$ cat config.mk
export PLATFORM = sky130hd
export DESIGN_NAME = sif_bridge
export DESIGN_NICKNAME = d
export VERILOG_FILES = /design/src/rtl/sif_pkg.sv /design/src/rtl/sif_fifo.sv /design/src/rtl/sif_bridge.sv
export SDC_FILE = /design/constraint.sdc
export NUM_CORES = 1
export LEC_CHECK = 0
export CELL_PAD_IN_SITES_DETAIL_PLACEMENT = 0
export CELL_PAD_IN_SITES_GLOBAL_PLACEMENT = 2
export CORE_UTILIZATION = 41
export DETAILED_ROUTE_END_ITERATION = 16
export PLACE_DENSITY_LB_ADDON = 0.1
export SLEW_MARGIN = 20
export SYNTH_ARGS = -nofsm -noshare
export SYNTH_HDL_FRONTEND = slang
export SYNTH_SLANG_ARGS = --single-unit
$ cat constraint.sdc
create_clock -name clk -period 2.3 [get_ports clk]
set_input_delay 0.345 -clock clk [delete_from_list [all_inputs] [get_ports clk]]
set_output_delay 0.345 -clock clk [all_outputs]
set_load 0.02 [all_outputs]
$ cat src/rtl/sif_pkg.sv
// Shared types for the SIF bridge: the queued request record and the output FSM states.
package sif_pkg;

    localparam int SIF_DW = 16;
    localparam int SIF_AW = 16;

    typedef struct packed {
        logic [SIF_AW-1:0] addr;
        logic [SIF_DW-1:0] data;
    } sif_req_t;

    typedef enum logic {
        IDLE,
        PRESENT
    } sif_state_t;

endpackage

$ cat src/rtl/sif_fifo.sv
// Synchronous FIFO of request records; DEPTH must be a power of 2 so the pointers wrap for free.
module sif_fifo
    import sif_pkg::*;
#(
    parameter int  DEPTH = 4,
    parameter type T     = sif_req_t
) (
    input  logic                     clk,
    input  logic                     rst_n,
    input  logic                     push,
    input  logic                     pop,
    input  T                         wr_req,
    output T                         head,
    output logic                     full,
    output logic                     empty,
    output logic [$clog2(DEPTH):0]   count
);

    localparam int PW   = $clog2(DEPTH);
    localparam int CNTW = PW + 1;

    T               mem [DEPTH];
    logic [PW-1:0]  wr_ptr;
    logic [PW-1:0]  rd_ptr;
    logic           do_push;
    logic           do_pop;

    assign do_push = push && !full;
    assign do_pop  = pop && !empty;
    assign full    = (count == CNTW'(DEPTH));
    assign empty   = (count == '0);
    assign head    = mem[rd_ptr];

    // NOTE: storage is deliberately not reset; a slot is only read after a push has written it.
    always_ff @(posedge clk) begin
        if (do_push) begin
            mem[wr_ptr] <= wr_req;
        end
    end

    // NOTE: sequential state uses non-blocking assignments so every flop samples pre-edge values.
    always_ff @(posedge clk or negedge rst_n) begin
        if (!rst_n) begin
            wr_ptr <= '0;
            rd_ptr <= '0;
            count  <= '0;
        end else begin
            if (do_push) wr_ptr <= wr_ptr + PW'(1);
            if (do_pop)  rd_ptr <= rd_ptr + PW'(1);
            unique case ({do_push, do_pop})
                2'b10:   count <= count + CNTW'(1);
                2'b01:   count <= count - CNTW'(1);
                default: ;
            endcase
        end
    end

endmodule

$ cat src/rtl/sif_bridge.sv
// XA register slave with a queued, in-order write forwarder to NUM_CH WA channels.
// Define SIF_BRIDGE_STATS_EN to add the saturating drop_cnt output.
module sif_bridge
    import sif_pkg::*;
#(
    parameter int DW         = SIF_DW,
    parameter int AW         = SIF_AW,
    parameter int REG_DEPTH  = 16,
    parameter int FIFO_DEPTH = 4,
    parameter int NUM_CH     = 2
) (
    input  logic              clk,
    input  logic              rst_n,
    input  logic [AW-1:0]     xa_addr,
    input  logic [DW-1:0]     xa_data_wr,
    input  logic              xa_wr_s,
    input  logic              xa_rd_s,
    output logic [DW-1:0]     xa_data_rd,
    output logic              xa_rd_vld,
    output logic              xa_busy,
    output logic              xa_err,
    output logic [AW-1:0]     wa_addr,
    output logic [DW-1:0]     wa_data_wr,
    output logic [NUM_CH-1:0] wa_wr_s,
    input  logic [NUM_CH-1:0] wa_ready
`ifdef SIF_BRIDGE_STATS_EN
    ,
    output logic [7:0]        drop_cnt
`endif
);

    localparam int RW   = $clog2(REG_DEPTH);
    localparam int CW   = (NUM_CH > 1) ? $clog2(NUM_CH) : 1;
    localparam int CNTW = $clog2(FIFO_DEPTH) + 1;

    typedef struct packed {
        logic [AW-1:0] addr;
        logic [DW-1:0] data;
    } req_t;

    req_t              push_req;
    req_t              head;
    logic              fifo_full;
    logic              fifo_empty;
    logic              fifo_pop;
    logic [CNTW-1:0]   fifo_count;
    logic              ready_sel;
    logic              drop;
    logic              collide;
    logic [CW-1:0]     head_ch;
    logic [NUM_CH-1:0] head_onehot;
    logic [RW-1:0]     reg_idx;
    logic [DW-1:0]     regs [REG_DEPTH];
    sif_state_t        state;

    assign reg_idx  = xa_addr[RW-1:0];
    assign push_req = '{addr: xa_addr, data: xa_data_wr};
    assign xa_busy  = fifo_full;
    assign drop     = xa_wr_s && fifo_full;
    assign collide  = xa_wr_s && xa_rd_s;

    // Only the strobed channel's ready counts; wa_wr_s is zero in IDLE.
    assign ready_sel = |(wa_ready & wa_wr_s);
    assign fifo_pop  = !fifo_empty && (state == IDLE || ready_sel);

    if (NUM_CH > 1) begin : g_multi_ch
        assign head_ch = head.addr[AW-1 -: CW];
    end else begin : g_single_ch
        assign head_ch = '0;
    end
    assign head_onehot = NUM_CH'(1) << head_ch;

    sif_fifo #(
        .DEPTH (FIFO_DEPTH),
        .T     (req_t)
    ) u_fifo (
        .clk    (clk),
        .rst_n  (rst_n),
        .push   (xa_wr_s && !fifo_full),
        .pop    (fifo_pop),
        .wr_req (push_req),
        .head   (head),
        .full   (fifo_full),
        .empty  (fifo_empty),
        .count  (fifo_count)
    );

    always_ff @(posedge clk or negedge rst_n) begin
        if (!rst_n) begin
            for (int i = 0; i < REG_DEPTH; i++) regs[i] <= '0;
        end else if (xa_wr_s) begin
            regs[reg_idx] <= xa_data_wr;
        end
    end

    // A colliding read is discarded; the write alone takes effect.
    always_ff @(posedge clk or negedge rst_n) begin
        if (!rst_n) begin
            xa_data_rd <= '0;
            xa_rd_vld  <= 1'b0;
            xa_err     <= 1'b0;
        end else begin
            xa_rd_vld <= xa_rd_s && !xa_wr_s;
            if (xa_rd_s && !xa_wr_s) xa_data_rd <= regs[reg_idx];
            if (drop || collide)     xa_err     <= 1'b1;
        end
    end

    always_ff @(posedge clk or negedge rst_n) begin
        if (!rst_n) begin
            state      <= IDLE;
            wa_addr    <= '0;
            wa_data_wr <= '0;
            wa_wr_s    <= '0;
        end else begin
            unique case (state)
                IDLE: begin
                    if (!fifo_empty) begin
                        wa_addr    <= head.addr;
                        wa_data_wr <= head.data;
                        wa_wr_s    <= head_onehot;
                        state      <= PRESENT;
                    end
                end
                PRESENT: begin
                    if (ready_sel) begin
                        if (!fifo_empty) begin
                            wa_addr    <= head.addr;
                            wa_data_wr <= head.data;
                            wa_wr_s    <= head_onehot;
                        end else begin
                            wa_wr_s <= '0;
                            state   <= IDLE;
                        end
                    end
                end
                default: state <= IDLE;
            endcase
        end
    end

`ifdef SIF_BRIDGE_STATS_EN
    always_ff @(posedge clk or negedge rst_n) begin
        if (!rst_n) begin
            drop_cnt <= '0;
        end else if (drop && drop_cnt != 8'hFF) begin
            drop_cnt <= drop_cnt + 8'd1;
        end
    end
`endif

    a_count_bounded: assert property (@(posedge clk) disable iff (!rst_n)
        fifo_count <= CNTW'(FIFO_DEPTH));

endmodule

Word-level counts from Yosys, hierarchy flattened
Memories as Yosys holds them, arrays and structs flattened.
Cells that the tools add are included.
{"block": "classes", "addsub": 4, "magnitude_cmp": 2, "n_eq_ne": 5, "shifts": 1, "n_mux": 22, "n_bitwise": 3, "n_reduce_logical": 17}
{"operator": "$bwmux W256", "n": 1}
{"operator": "$mux W16", "n": 7}
{"operator": "$bmux W16 S4", "n": 1}
{"operator": "$demux W16 S4", "n": 1}
{"operator": "$pmux W16 S2", "n": 2}
{"operator": "$logic_and A1 B1 Y1", "n": 8}
{"operator": "$mux W2", "n": 3}
{"operator": "$pmux W3 S2", "n": 1}
{"operator": "$ge A5 B5 Y1 const B", "n": 1}
{"operator": "$lt A5 B1 Y1 const B", "n": 1}
{"operator": "$not A4 Y5", "n": 1}
{"operator": "$add A2 B1 Y2 const B", "n": 2}
{"operator": "$mux W1", "n": 4}
{"operator": "$ne A2 B2 Y1 const B", "n": 2}
{"operator": "$pmux W2 S2", "n": 1}
{"operator": "$add A3 B1 Y3 const B", "n": 1}
{"operator": "$eq A3 B3 Y1 const B", "n": 1}
{"operator": "$logic_not A1 Y1", "n": 3}
{"operator": "$logic_not A3 Y1", "n": 1}
{"operator": "$sub A3 B1 Y3 const B", "n": 1}
{"operator": "$and A2 B2 Y2", "n": 1}
{"operator": "$eq A2 B1 Y1 const B", "n": 1}
{"operator": "$eq A2 B2 Y1 const B", "n": 1}
{"operator": "$logic_or A1 B1 Y1", "n": 2}
{"operator": "other kinds (6)", "n": 6}
{"block": "word_totals", "reg_bits": 316, "mem_bits_rw": 128, "in_bits": 38, "n_memories": 1}
{"memory": "u_fifo.mem", "depth": 4, "word_bits": 32, "rd": 1, "rd_ports_with_merged_regs": 0, "write_ports": 1, "line_no": "sif_fifo.sv:22", "rtl": "T mem [DEPTH];"}

Logic depth before layout (Yosys ltp)
Gate-level depths: netlist (run 1).
{"block": "logic_depth", "depth_word": 7, "mapped_depth": 10, "mapped_depth_nobuf": 10}

Hierarchy
From an unflattened synthesis (run 1), not the netlist that was laid out.
{"block": "unflattened", "hier_cells": 1149, "area_unflattened_um2": 18746.7}
{"module": "sif_bridge", "instances": 1, "cells_per_inst": 944, "area_each_um2": 13655.6}
{"module": "sif_fifo", "instances": 1, "cells_per_inst": 205, "area_each_um2": 5091.1}

Least setup slack after synthesis (run 1)
No wires, ideal clock.
{"block": "synth_timing", "path_type": "register to register", "start": "register wa_wr_s[0]", "end": "register u_fifo.count[2]", "setup_time_ns": 0.079, "arrival_ns": 2.255, "required_time_ns": 2.221, "slack_ns": -0.034, "path_stages_with_launch": 10, "path_buffers": 1, "period_less_slack_ns": 2.334, "cell_sequence": "dfrtp_1 nand2_1 a31oi_2 buf_2 ha_1 inv_1 fa_1 xor2_1 nor2_1 xor2_1"}
{"block": "synth_via", "elab_chain_cells": 7, "word_cells_on_any_way": 9, "cone_classes": "2 x eq/ne; 1 x mux; 1 x bitwise; 5 x reduce/logical"}
{"element": "start, declared", "line_no": "sif_bridge.sv:24", "rtl": "output logic [NUM_CH-1:0] wa_wr_s,"}
{"element": "start signal, assigned", "line_no": "sif_bridge.sv:121", "rtl": "wa_wr_s <= head_onehot;"}
{"element": "start signal, assigned", "line_no": "sif_bridge.sv:130", "rtl": "wa_wr_s <= head_onehot;"}
{"element": "$and A2 B2 Y2 (*)", "line_no": "sif_bridge.sv:63", "rtl": "assign ready_sel = |(wa_ready & wa_wr_s);"}
{"element": "$reduce_or A2 Y1 (*)", "line_no": "sif_bridge.sv:63"}
{"element": "$logic_or A1 B1 Y1 (*)", "line_no": "sif_bridge.sv:64", "rtl": "assign fifo_pop = !fifo_empty && (state == IDLE || ready_sel);"}
{"element": "$logic_and A1 B1 Y1 (*)", "line_no": "sif_bridge.sv:64"}
{"element": "via fifo_pop", "line_no": "sif_bridge.sv:45", "rtl": "logic fifo_pop;"}
{"element": "$logic_and A1 B1 Y1 (*)", "line_no": "sif_fifo.sv:29", "rtl": "assign do_pop = pop && !empty;"}
{"element": "$eq A2 B1 Y1 or $eq A2 B2 Y1 (tied branches)", "line_no": "sif_fifo.sv:50", "rtl": "unique case ({do_push, do_pop})"}
{"element": "$pmux W3 S2 or $reduce_bool A2 Y1 (tied branches)"}
{"element": "end signal, assigned", "line_no": "sif_fifo.sv:51", "rtl": "2'b10: count <= count + CNTW'(1);"}
{"element": "end signal, assigned", "line_no": "sif_fifo.sv:52", "rtl": "2'b01: count <= count - CNTW'(1);"}
{"element": "end, declared", "line_no": "sif_fifo.sv:16", "rtl": "output logic [$clog2(DEPTH):0] count"}
The timed path passes the listed nets; every way through them passes the cells marked *.
A chain may end at the register's enable or synchronous reset.

Worst setup path in the final report (run 1)
{"block": "layout_timing", "start": "register u_fifo.count[0]", "end": "output xa_busy"}
{"block": "layout_via", "elab_chain_cells": 1}
{"element": "$eq A3 B3 Y1", "line_no": "sif_fifo.sv:30", "rtl": "assign full = (count == CNTW'(DEPTH));"}
{"element": "end, declared", "line_no": "sif_bridge.sv:20", "rtl": "output logic xa_busy,"}
No other way between the ends.

==> results of run 1 <==
[timing repair]
item	CTS	global route
resized for setup	1	0
endpoints found under the hold margin	46	0
hold buffers	1	0
setup endpoints to repair	1	0
[registers in the layout (all words and copies together) (netlist names)]
name,flops
u_fifo.mem,128
u_fifo.rd_ptr,2
regs,256
wa_addr,16
xa_data_rd,16
wa_data_wr,16
u_fifo.wr_ptr,2
wa_wr_s,2
xa_err,1
state,1
u_fifo.count,3
xa_rd_vld,1
[stage by stage]
step / instances / hold slack [ns] / util (%) / power, mW / area (um2)
final: 1910 / 0.2778 / 50.97 / 21.59 / 22740
after global routing: 1910 / 0.2923 / 50.97 / 22.63 / 22740
after CTS: 1910 / 0.2802 / 50.97 / 21.89 / 22740
after detailed placement: 1819 / 0.3026 / 47.35 / 14.00 / 21120
after global placement: 1819 / 0.3051 / 47.35 / 13.89 / 21120
after floorplan: 1103 / 0.04941 / - / 12.60 / 18680
[metal layers]
metal  track usage, %  vias to the layer above
met5                0                        -
met4            4.492                        0
met3            3.242                       60
met2            30.82                      145
met1            28.11                     5390
li1                 -                     4527
[final cells by class]
| type | count | area share [%] |
|---|---|---|
| Sequential cell | 444 | 51.69 |
| Multi-Input combinational cell | 575 | 28.48 |
| Timing Repair Buffer | 202 | 9.377 |
| Clock buffer | 73 | 6.323 |
| Tap cell | 592 | 3.258 |
| Clock inverter | 17 | 0.7594 |
| Inverter | 7 | 0.1156 |
[logic make-up after synthesis]
logic type / count (synthesis) / share of synthesized area, %
flops: 444 / 62.95
simple gates: 60 / 1.709
xor+xnor: 6 / 0.2816
compound gates: 70 / 2.728
fa+ha+maj: 6 / 0.4424
buf+inv: 84 / 2.440
mux: 433 / 29.45
[path summary, 6_finish.rpt]
path,endpoint,slack [ns],startpoint,cells after the start
setup / recovery,xa_busy,0.27,u_fifo.count[0],3
hold / removal,wa_addr[9],0.28,rst_n,2
setup reg to reg,u_fifo.count[2],0.34,u_fifo.count[0],10
hold reg to reg,xa_err,0.46,xa_err,1
max in group asynchronous,regs[216],1.26,rst_n,3
min in group clk,u_fifo.mem[0][23],0.41,xa_addr[7],1
[power by group through the flow]
stage	Clock (mW)	Sequential, mW	Combinational, mW
final	7.82	10.4	3.33
after global routing	8.34	10.6	3.66
after CTS	8.03	10.4	3.41
after detailed placement	0	10.6	3.41
after global placement	0	10.5	3.35
after floorplan	0	10.4	2.16
[placed cells by master, fill, tap and decap left out, types with 2 or more instances in the layout]
| cell | count |
|---|---|
| a22o_1 | 2 |
| and2_2 | 4 |
| and3_1 | 2 |
| buf_12 | 31 |
| buf_4 | 80 |
| bufinv_16 | 3 |
| clkbuf_1 | 13 |
| clkbuf_16 | 50 |
| clkbuf_8 | 10 |
| clkdlybuf4s50_1 | 86 |
| clkinv_2 | 10 |
| clkinvlp_4 | 2 |
| dfrtp_1 | 315 |
| edfxtp_1 | 128 |
| ha_1 | 5 |
| inv_1 | 7 |
| inv_6 | 2 |
| mux2_2 | 289 |
| mux2i_1 | 80 |
| mux4_2 | 64 |
| nand2_1 | 6 |
| nand2b_1 | 8 |
| nand3_1 | 3 |
| nand3b_1 | 4 |
| nor2_1 | 18 |
| nor2_2 | 9 |
| o21ai_0 | 34 |
| o22a_1 | 16 |
| o32a_1 | 16 |
| xnor2_1 | 3 |
| xor2_1 | 3 |
==> impl_metrics.toml, run 1 <==
[sta]
rsz0062_at_grt = "false"
fin_tns_setup_ns = 0
finalHoldViolations = 0
setup_viol = 0
slew_violations = 0
max_freq_mhz = 491.7
max-slew-margin-rel_pct = 46.71
worst_pin_slew_ns = 0.7969
skew_ns = 0.02210
fin_crit_ns = 2.034
final.period_utilization_pct = 88.42
setup_ws_ns = 0.2664

[min_path]
hold_class = "in2async"

[power]
cellPowerDensity_nw_per_um2 = 949.6
pwr-share-clk_pct = 36.2
switchingPower_mw = 5.302
leakage_nw = 9.352
seq_power_share_pct = 48.3
sw_frac_of_total_pct = 24.56
combPwrFrac_pct = 15.4
p_int_mw = 16.29
worst_ir_drop_vdd_mv = 0.5629

[synth]
synth-edff-count = 128
synth_most_common_cell = "dfrtp_1"
synth-seq-cells = 444
avgSynthCellArea_um2 = 16.92
synth_top_area_cell = "dfrtp_1"
yosys_warnings = 0
synth-main-ff-cell = "dfrtp_1"
ys_seq_area_share_pct = 62.95
async_flop_share_pct = 71.17
synth_nets = 1147
netlist-cell-type-count = 34
synth_cells = 1103
yosysTopAreaCellShare_pct = 42.36
syn_area_um2 = 18670
synth_common_cells = "dfrtp_1 (316), mux2_2 (289), edfxtp_1 (128), mux2i_1 (80), mux4_2 (64)"
yosys-top-cells-area = "dfrtp_1 (42%), edfxtp_1 (21%), mux2_2 (17%), mux4_2 (7.7%), mux2i_1 (4.3%)"

[critical_path]
critPathArrivalTime_ns = 1.69
start_kind = "flop"
crit_buf_inv = 2
path_max_fanout = 4
path_class = "reg2out"
cp_top_family = "buffers and inverters"
cpPeakStageDelay_ns = 0.42
end_kind = "output pin"
crit_slowest_cell = "dfrtp_1"
worstPathCellList = "inv_1 -> and3_1 -> dlygate4sd2_1"
worstPathRequired_ns = 1.96

[placement]
place.gp.congestion = 0.7366
place_ws_ns = 0.04563
io_buffers = 90
hpwl_mm = 27.77

[global_route]
grt_usage_pct = 19.45
overflow = 0
first_global_vias = 10954
grt_max_degree = 65
antenna_found_initial = 0
grt_pass1_wl_mm = 68.54

[detailed_routing]
drtPass1Iterations = 4
drt-vias-per-instance = 5.299
drtIter0Drc = 462
vias = 10122
met3_length_mm = 1.412
drt-total-wl_mm = 43.18
met2_length_mm = 20.29
highest_layer = "met4"
drc = 0
wl_per_cell_um = 22.61
ant_nets = 0
met1_length_mm = 20.69

[outcome]
status = "finished clean"

[clocking]
cts_tree = "done"
cts.clk_slew.worst_paths_ns = 0.06
root_buffer = "clkbuf_16"
insertion_delay_ns = 0.59
post_cts_buffers = 0
htree_levels = 2
cts_buffers = 49
cts_buffer_depth = 3
numClockSinks = 444

[cells_and_area]
syn2layout_area_growth_pct = 21.81
antenna-diode-count = 0
fin_nets = 1323
drive_above_1_share_pct = 42.56
multi_input_area_um2 = 6476
n_fill_cell = 3740
regArea_um2 = 11750

[die]
core_area_um2 = 44610
die_y_um = 215.4
io_pins = 91
initial_core_util_pct = 41.85
die_w_um = 215.4
dieArea_um2 = 46390
rows = 77

[job]
max-cap-violations = 0
Power figures use the tool's default switching activity.
==> run 2, diff against run 1 <==
--- a/config.mk
+++ b/config.mk
@@ -7,7 +7,7 @@
 export LEC_CHECK = 0
 export CELL_PAD_IN_SITES_DETAIL_PLACEMENT = 0
 export CELL_PAD_IN_SITES_GLOBAL_PLACEMENT = 2
-export CORE_UTILIZATION = 41
+export CORE_UTILIZATION = 45
 export DETAILED_ROUTE_END_ITERATION = 16
 export PLACE_DENSITY_LB_ADDON = 0.1
 export SLEW_MARGIN = 20
==> constraint.sdc (replaced) <==
create_clock -name clk -period 2.1 [get_ports clk]
set_input_delay 0.315 -clock clk [delete_from_list [all_inputs] [get_ports clk]]
set_output_delay 0.315 -clock clk [all_outputs]
set_load 0.02 [all_outputs]
==> run 2 against run 1 <==
Against the previous run: critical path depth unchanged; non-clock buffer count down 8; global-route usage up 1.4 points.
==> impl_metrics.toml, run 2 (synthesis results as in run 1) <==
[outcome]
status = "finished clean"

[power]
sw_frac_of_total_pct = 24.74
power.total_mw = 23.12
seq_power_share_pct = 49.5
pwr-share-clk_pct = 34.7
cellPowerDensity_nw_per_um2 = 1028
switchingPower_mw = 5.719
leakage_nw = 9.248
combPwrFrac_pct = 15.8
p_int_mw = 17.40
worst_ir_drop_vdd_mv = 0.5775

[critical_path]
worstPathRequired_ns = 1.78
start_kind = "flop"
path_class = "reg2out"
crit_buf_inv = 2
end_kind = "output pin"
crit_slowest_cell = "dfrtp_1"
r2r-start = "u_fifo.count[0]"
worst-r2r-setup-slack_ns = 0.20
r2r_end = "u_fifo.count[2]"
r2r.worst_path.cells = 10
critPathArrivalTime_ns = 1.63
path_max_fanout = 4
cpPeakStageDelay_ns = 0.42
cp_top_family = "buffers and inverters"
worstPathCellList = "inv_1 -> and3_4 -> dlygate4sd2_1"

[clocking]
post_cts_buffers = 0
htree_levels = 2
cts_tree = "done"
root_buffer = "clkbuf_16"
insertion_delay_ns = 0.58
cts_buffer_depth = 3
numClockSinks = 444
cts_buffers = 48
cts.clk_slew.worst_paths_ns = 0.06

[placement]
place.gp.congestion = 0.7433
dpl-instance-area_um2 = 20980
io_buffers = 90
hpwl_mm = 27.52

[cells_and_area]
antenna-diode-count = 0
drive_above_1_share_pct = 41.55
syn2layout_area_growth_pct = 20.47
layout_commonest_cell = "dfrtp_1"
layout_common_cells = "dfrtp_1 (315), mux2_2 (289), edfxtp_1 (128)"
top_register = "regs"
fin_area_um2 = 22490
largest_reg_flops = 256
fin_nets = 1314
fin_util_pct = 55.07
top_regs = "regs x256, u_fifo.mem x128"

[sta]
rsz0062_at_grt = "false"
finalHoldViolations = 0
fin_tns_setup_ns = 0
worst_pin_slew_ns = 0.7041
max_freq_mhz = 514.7
setup_viol = 0
skew_ns = 0.01490
fin_crit_ns = 1.943
slew_violations = 0
max-slew-margin-rel_pct = 52.92
final.period_utilization_pct = 92.52

[min_path]
hold_path_depth = 1
worstHoldStart = "xa_addr[0]"
hold_class = "in2reg"
holdPathEnd = "u_fifo.mem[3][16]"

[die]
dieArea_um2 = 42300
die_w_um = 205.7
rows = 74
core_area_um2 = 40830
io_pins = 91
die_y_um = 205.7
initial_core_util_pct = 45.72

[detailed_routing]
drtIter0Drc = 558
vias = 10073
drt-total-wl_mm = 41.84
ant_nets = 0
drc = 0
wl_per_cell_um = 22.75
drtPass1Iterations = 4
drt-vias-per-instance = 5.477

[global_route]
overflow = 0
grt_usage_pct = 20.83
grt_max_degree = 85
first_global_vias = 10737
antenna_found_initial = 0
grt_pass1_wl_mm = 65.67

[job]
max-cap-violations = 0
-- run 2: cell count changes in the layout (fill, tap and decap cells not counted), moves of 2 or more --
cell       delta
inv_6         -2
buf_4         -8
clkbuf_8      -3
clkbuf_1      -3
clkinv_2      -5
clkinv_1     +12
bufinv_16     -2
-- run 2: what timing repair did --
action | CTS | global route
setup endpoints to repair | 1 | 1
gates resized for setup | 1 | 1
hold buffers | 1 | 0
endpoints found under the hold margin | 72 | 0
-- run 2: cell type report --
| class | count | area (um2) |
|---|---|---|
| Timing Repair Buffer | 194 | 2067 |
| Clock inverter | 21 | 135.1 |
| Multi-Input combinational cell | 575 | 6481 |
| Tap cell | 532 | 665.6 |
| Inverter | 7 | 26.28 |
| Clock buffer | 66 | 1360 |
| Sequential cell | 444 | 11750 |
| Fill cell | 3284 | 18340 |
-- run 2: worst max path at each step --
stage                    startpoint              end  cells after the start
floorplan                wa_wr_s[0]  u_fifo.count[2]                      9
CTS                 u_fifo.count[0]          xa_busy                      3
finish              u_fifo.count[0]          xa_busy                      3
detailed placement          xa_wr_s  u_fifo.count[2]                     10
global placement            xa_wr_s  u_fifo.count[2]                     10
global route        u_fifo.count[0]  u_fifo.count[2]                     10
-- run 2: routing by layer --
layer | global-route usage [%] | wire (um) | vias up
li1 | - | - | 4493
met3 | 3.294 | 1639 | 47
met2 | 34.15 | 20360 | 156
met1 | 28.71 | 19140 | 5377
met5 | 0 | 0 | -
met4 | 5.899 | 704 | 0
-- run 2: worst reg2reg max path, cell delays in order, from the launching register on --
cell	delay, ns
dfrtp_1	0.42
inv_1	0.11
and3_4	0.20
nor2b_1	0.05
inv_1	0.05
ha_1	0.15
inv_1	0.05
fa_1	0.37
xor2_1	0.17
nor2_1	0.11
xor2_1	0.15
-- run 2: per-stage QoR --
step / setup WS (ns) / std cells / hold slack, ns
global placement: -0.1120 / 1751 / 0.2410
finish: 0.1571 / 1839 / 0.1003
floorplan: -0.1461 / 1103 / 0.01941
global route: 0.02463 / 1839 / 0.07626
CTS: 0.08568 / 1839 / 0.06843
detailed placement: -0.1026 / 1751 / 0.2430
-- run 2: power groups by stage --
stage          sequential, mW  combinational [mW]  clock (mW)
2_1_floorplan            11.4                2.37           0
3_5_place_dp             11.6                3.72           0
4_1_cts                  11.4                3.72        8.23
6_report                 11.4                3.66        8.02
3_3_place_gp             11.5                3.64           0
5_1_grt                  11.6                4.00        8.59
==> run 3, diff against run 2 <==
--- a/config.mk
+++ b/config.mk
@@ -9,6 +9,7 @@
 export CELL_PAD_IN_SITES_GLOBAL_PLACEMENT = 2
 export CORE_UTILIZATION = 45
 export DETAILED_ROUTE_END_ITERATION = 16
+export GPL_TIMING_DRIVEN = 0
 export PLACE_DENSITY_LB_ADDON = 0.1
 export SLEW_MARGIN = 20
 export SYNTH_ARGS = -nofsm -noshare
==> constraint.sdc (replaced) <==
create_clock -name clk -period 2.1 [get_ports clk]
set_input_delay 0.63 -clock clk [delete_from_list [all_inputs] [get_ports clk]]
set_output_delay 0.63 -clock clk [all_outputs]
set_load 0.02 [all_outputs]
==> run 3 against run 2 <==
Against the previous run: flip-flop and latch count is the same; largest power group unchanged; combinational power is 4% lower; largest cell class unchanged; fmax down 5.3%; hold slack got worse by 0.091 ns.
==> impl_metrics.toml, run 3 (synthesis results as in run 1) <==
[critical_path]
r2r-start = "u_fifo.rd_ptr[1]"
path_max_fanout = 4
r2r.worst_path.cells = 4
critPathArrivalTime_ns = 1.42
worst-r2r-setup-slack_ns = 0.09
worstPathRequired_ns = 1.47
worstSetupStartpoint = "u_fifo.count[1]"
start_kind = "flop"
end_kind = "output pin"
r2r_end = "wa_data_wr[11]"
path_class = "reg2out"

[placement]
hpwl_mm = 26.97
io_buffers = 90
place.gp.congestion = 0.7404
dpl-instance-area_um2 = 20350

[die]
rows = 74
die_w_um = 205.7
die_y_um = 205.7
dieArea_um2 = 42300
io_pins = 91
initial_core_util_pct = 45.72
core_area_um2 = 40830

[power]
switchingPower_mw = 5.694
seq_power_share_pct = 49.7
cellPowerDensity_nw_per_um2 = 1042
pwr-share-clk_pct = 35.1
p_int_mw = 17.32
combPwrFrac_pct = 15.2
worst_ir_drop_vdd_mv = 0.6899
leakage_nw = 9.267
sw_frac_of_total_pct = 24.74

[min_path]
hold_class = "in2async"

[cells_and_area]
top_register = "regs"
syn2layout_area_growth_pct = 18.32
fin_nets = 1311
layout_commonest_cell = "dfrtp_1"
layout_common_cells = "dfrtp_1 (314), mux2_2 (289), edfxtp_1 (128)"
fin_area_um2 = 22090
fin_util_pct = 54.09
drive_above_1_share_pct = 41.18
largest_reg_flops = 256
top_regs = "regs x256, u_fifo.mem x128"
antenna-diode-count = 0

[detailed_routing]
drtIter0Drc = 483
ant_nets = 0
wl_per_cell_um = 21.82
drtPass1Iterations = 4
drt-total-wl_mm = 40.06
vias = 9814
drc = 0
drt-vias-per-instance = 5.345

[clocking]
cts_hold_buf = 0
insertion_delay_ns = 0.58
cts_buffer_depth = 3
root_buffer = "clkbuf_16"
cts.clk_slew.worst_paths_ns = 0.06
numClockSinks = 444
htree_levels = 2
cts_tree = "done"
cts_buffers = 48

[global_route]
grt_max_degree = 95
overflow = 0
antenna_found_initial = 0
grt_pass1_wl_mm = 63.49
first_global_vias = 10354
grt_usage_pct = 20.04

[sta]
worst_pin_slew_ns = 0.6527
skew_ns = 0.01303
max_freq_mhz = 487.5
max-slew-margin-rel_pct = 56.49
rsz0062_at_grt = "true"
finalHoldViolations = 0
fin_crit_ns = 2.051
setup_viol = 0
final.period_utilization_pct = 97.68
slew_violations = 0

[job]
max-cap-violations = 0

[outcome]
status = "finished clean"
==> run 3: how the worst max path moves through the flow <==
| stage | end | slack [ns] | cells past startpoint |
|---|---|---|---|
| after floorplan | u_fifo.count[2] | -0.14 | 9 |
| after global placement | regs[137] | -14.21 | 1 |
| after global routing | xa_busy | -0.01 | 3 |
| final | xa_busy | 0.05 | 3 |
| after detailed placement | u_fifo.mem[1][26] | -1.15 | 3 |
| after CTS | xa_busy | -0.004 | 3 |
==> run 3: critical path: stages (launching register included) <==
cell     delay (ns)
dfrtp_2        0.43
inv_2          0.07
and3_4         0.22
buf_6          0.13
==> run 3: through the flow <==
step / hold slack [ns] / TNS [ns] / instances / worst slack [ns] / power, mW
floorplan: 0.3344 / -0.1398 / 1103 / -0.1398 / 13.81
global placement: 0.4663 / -4848.43 / 1725 / -14.21 / 14.92
detailed placement: 0.4729 / -384.53 / 1728 / -1.148 / 15.06
CTS: 0.01650 / -0.003773 / 1828 / -0.003773 / 23.22
global route: 0.04723 / -0.01530 / 1836 / -0.01489 / 24.15
finish: 0.009212 / 0 / 1836 / 0.04879 / 23.01
==> run 3: timing repair <==
action,CTS,global route
gates resized for setup,105,17
pin swaps,10,1
endpoints found under the setup margin,414,173
setup buffers,14,8
==> run 3: area by class of cell <==
cell class / count / area, um2
multi-input combinational: 575 / 6576
buffer: 76 / 488.0
tap: 532 / 665.6
clock inverter: 14 / 98.84
sequential: 444 / 11750
timing repair buffer: 115 / 1081
inverter: 7 / 26.28
clock buffer: 73 / 1396
fill: 3347 / 18750
==> run 3: routing by layer <==
metal	up-vias	part of all wire, %	global-route usage [%]
li1	4484	-	-
met1	5143	45	27.31
met2	138	50	33.26
met3	49	3.8	3.468
met4	0	1.7	5.079
met5	-	0	0
==> run 3: power groups by stage <==
stage                     clock network [mW]  logic [mW]  registers [mW]
after floorplan                            0        2.38            11.4
after global placement                     0        3.35            11.6
after detailed placement                   0        3.45            11.6
after CTS                               8.29        3.48            11.4
after global routing                    8.64        3.87            11.6
final                                   8.07        3.50            11.4
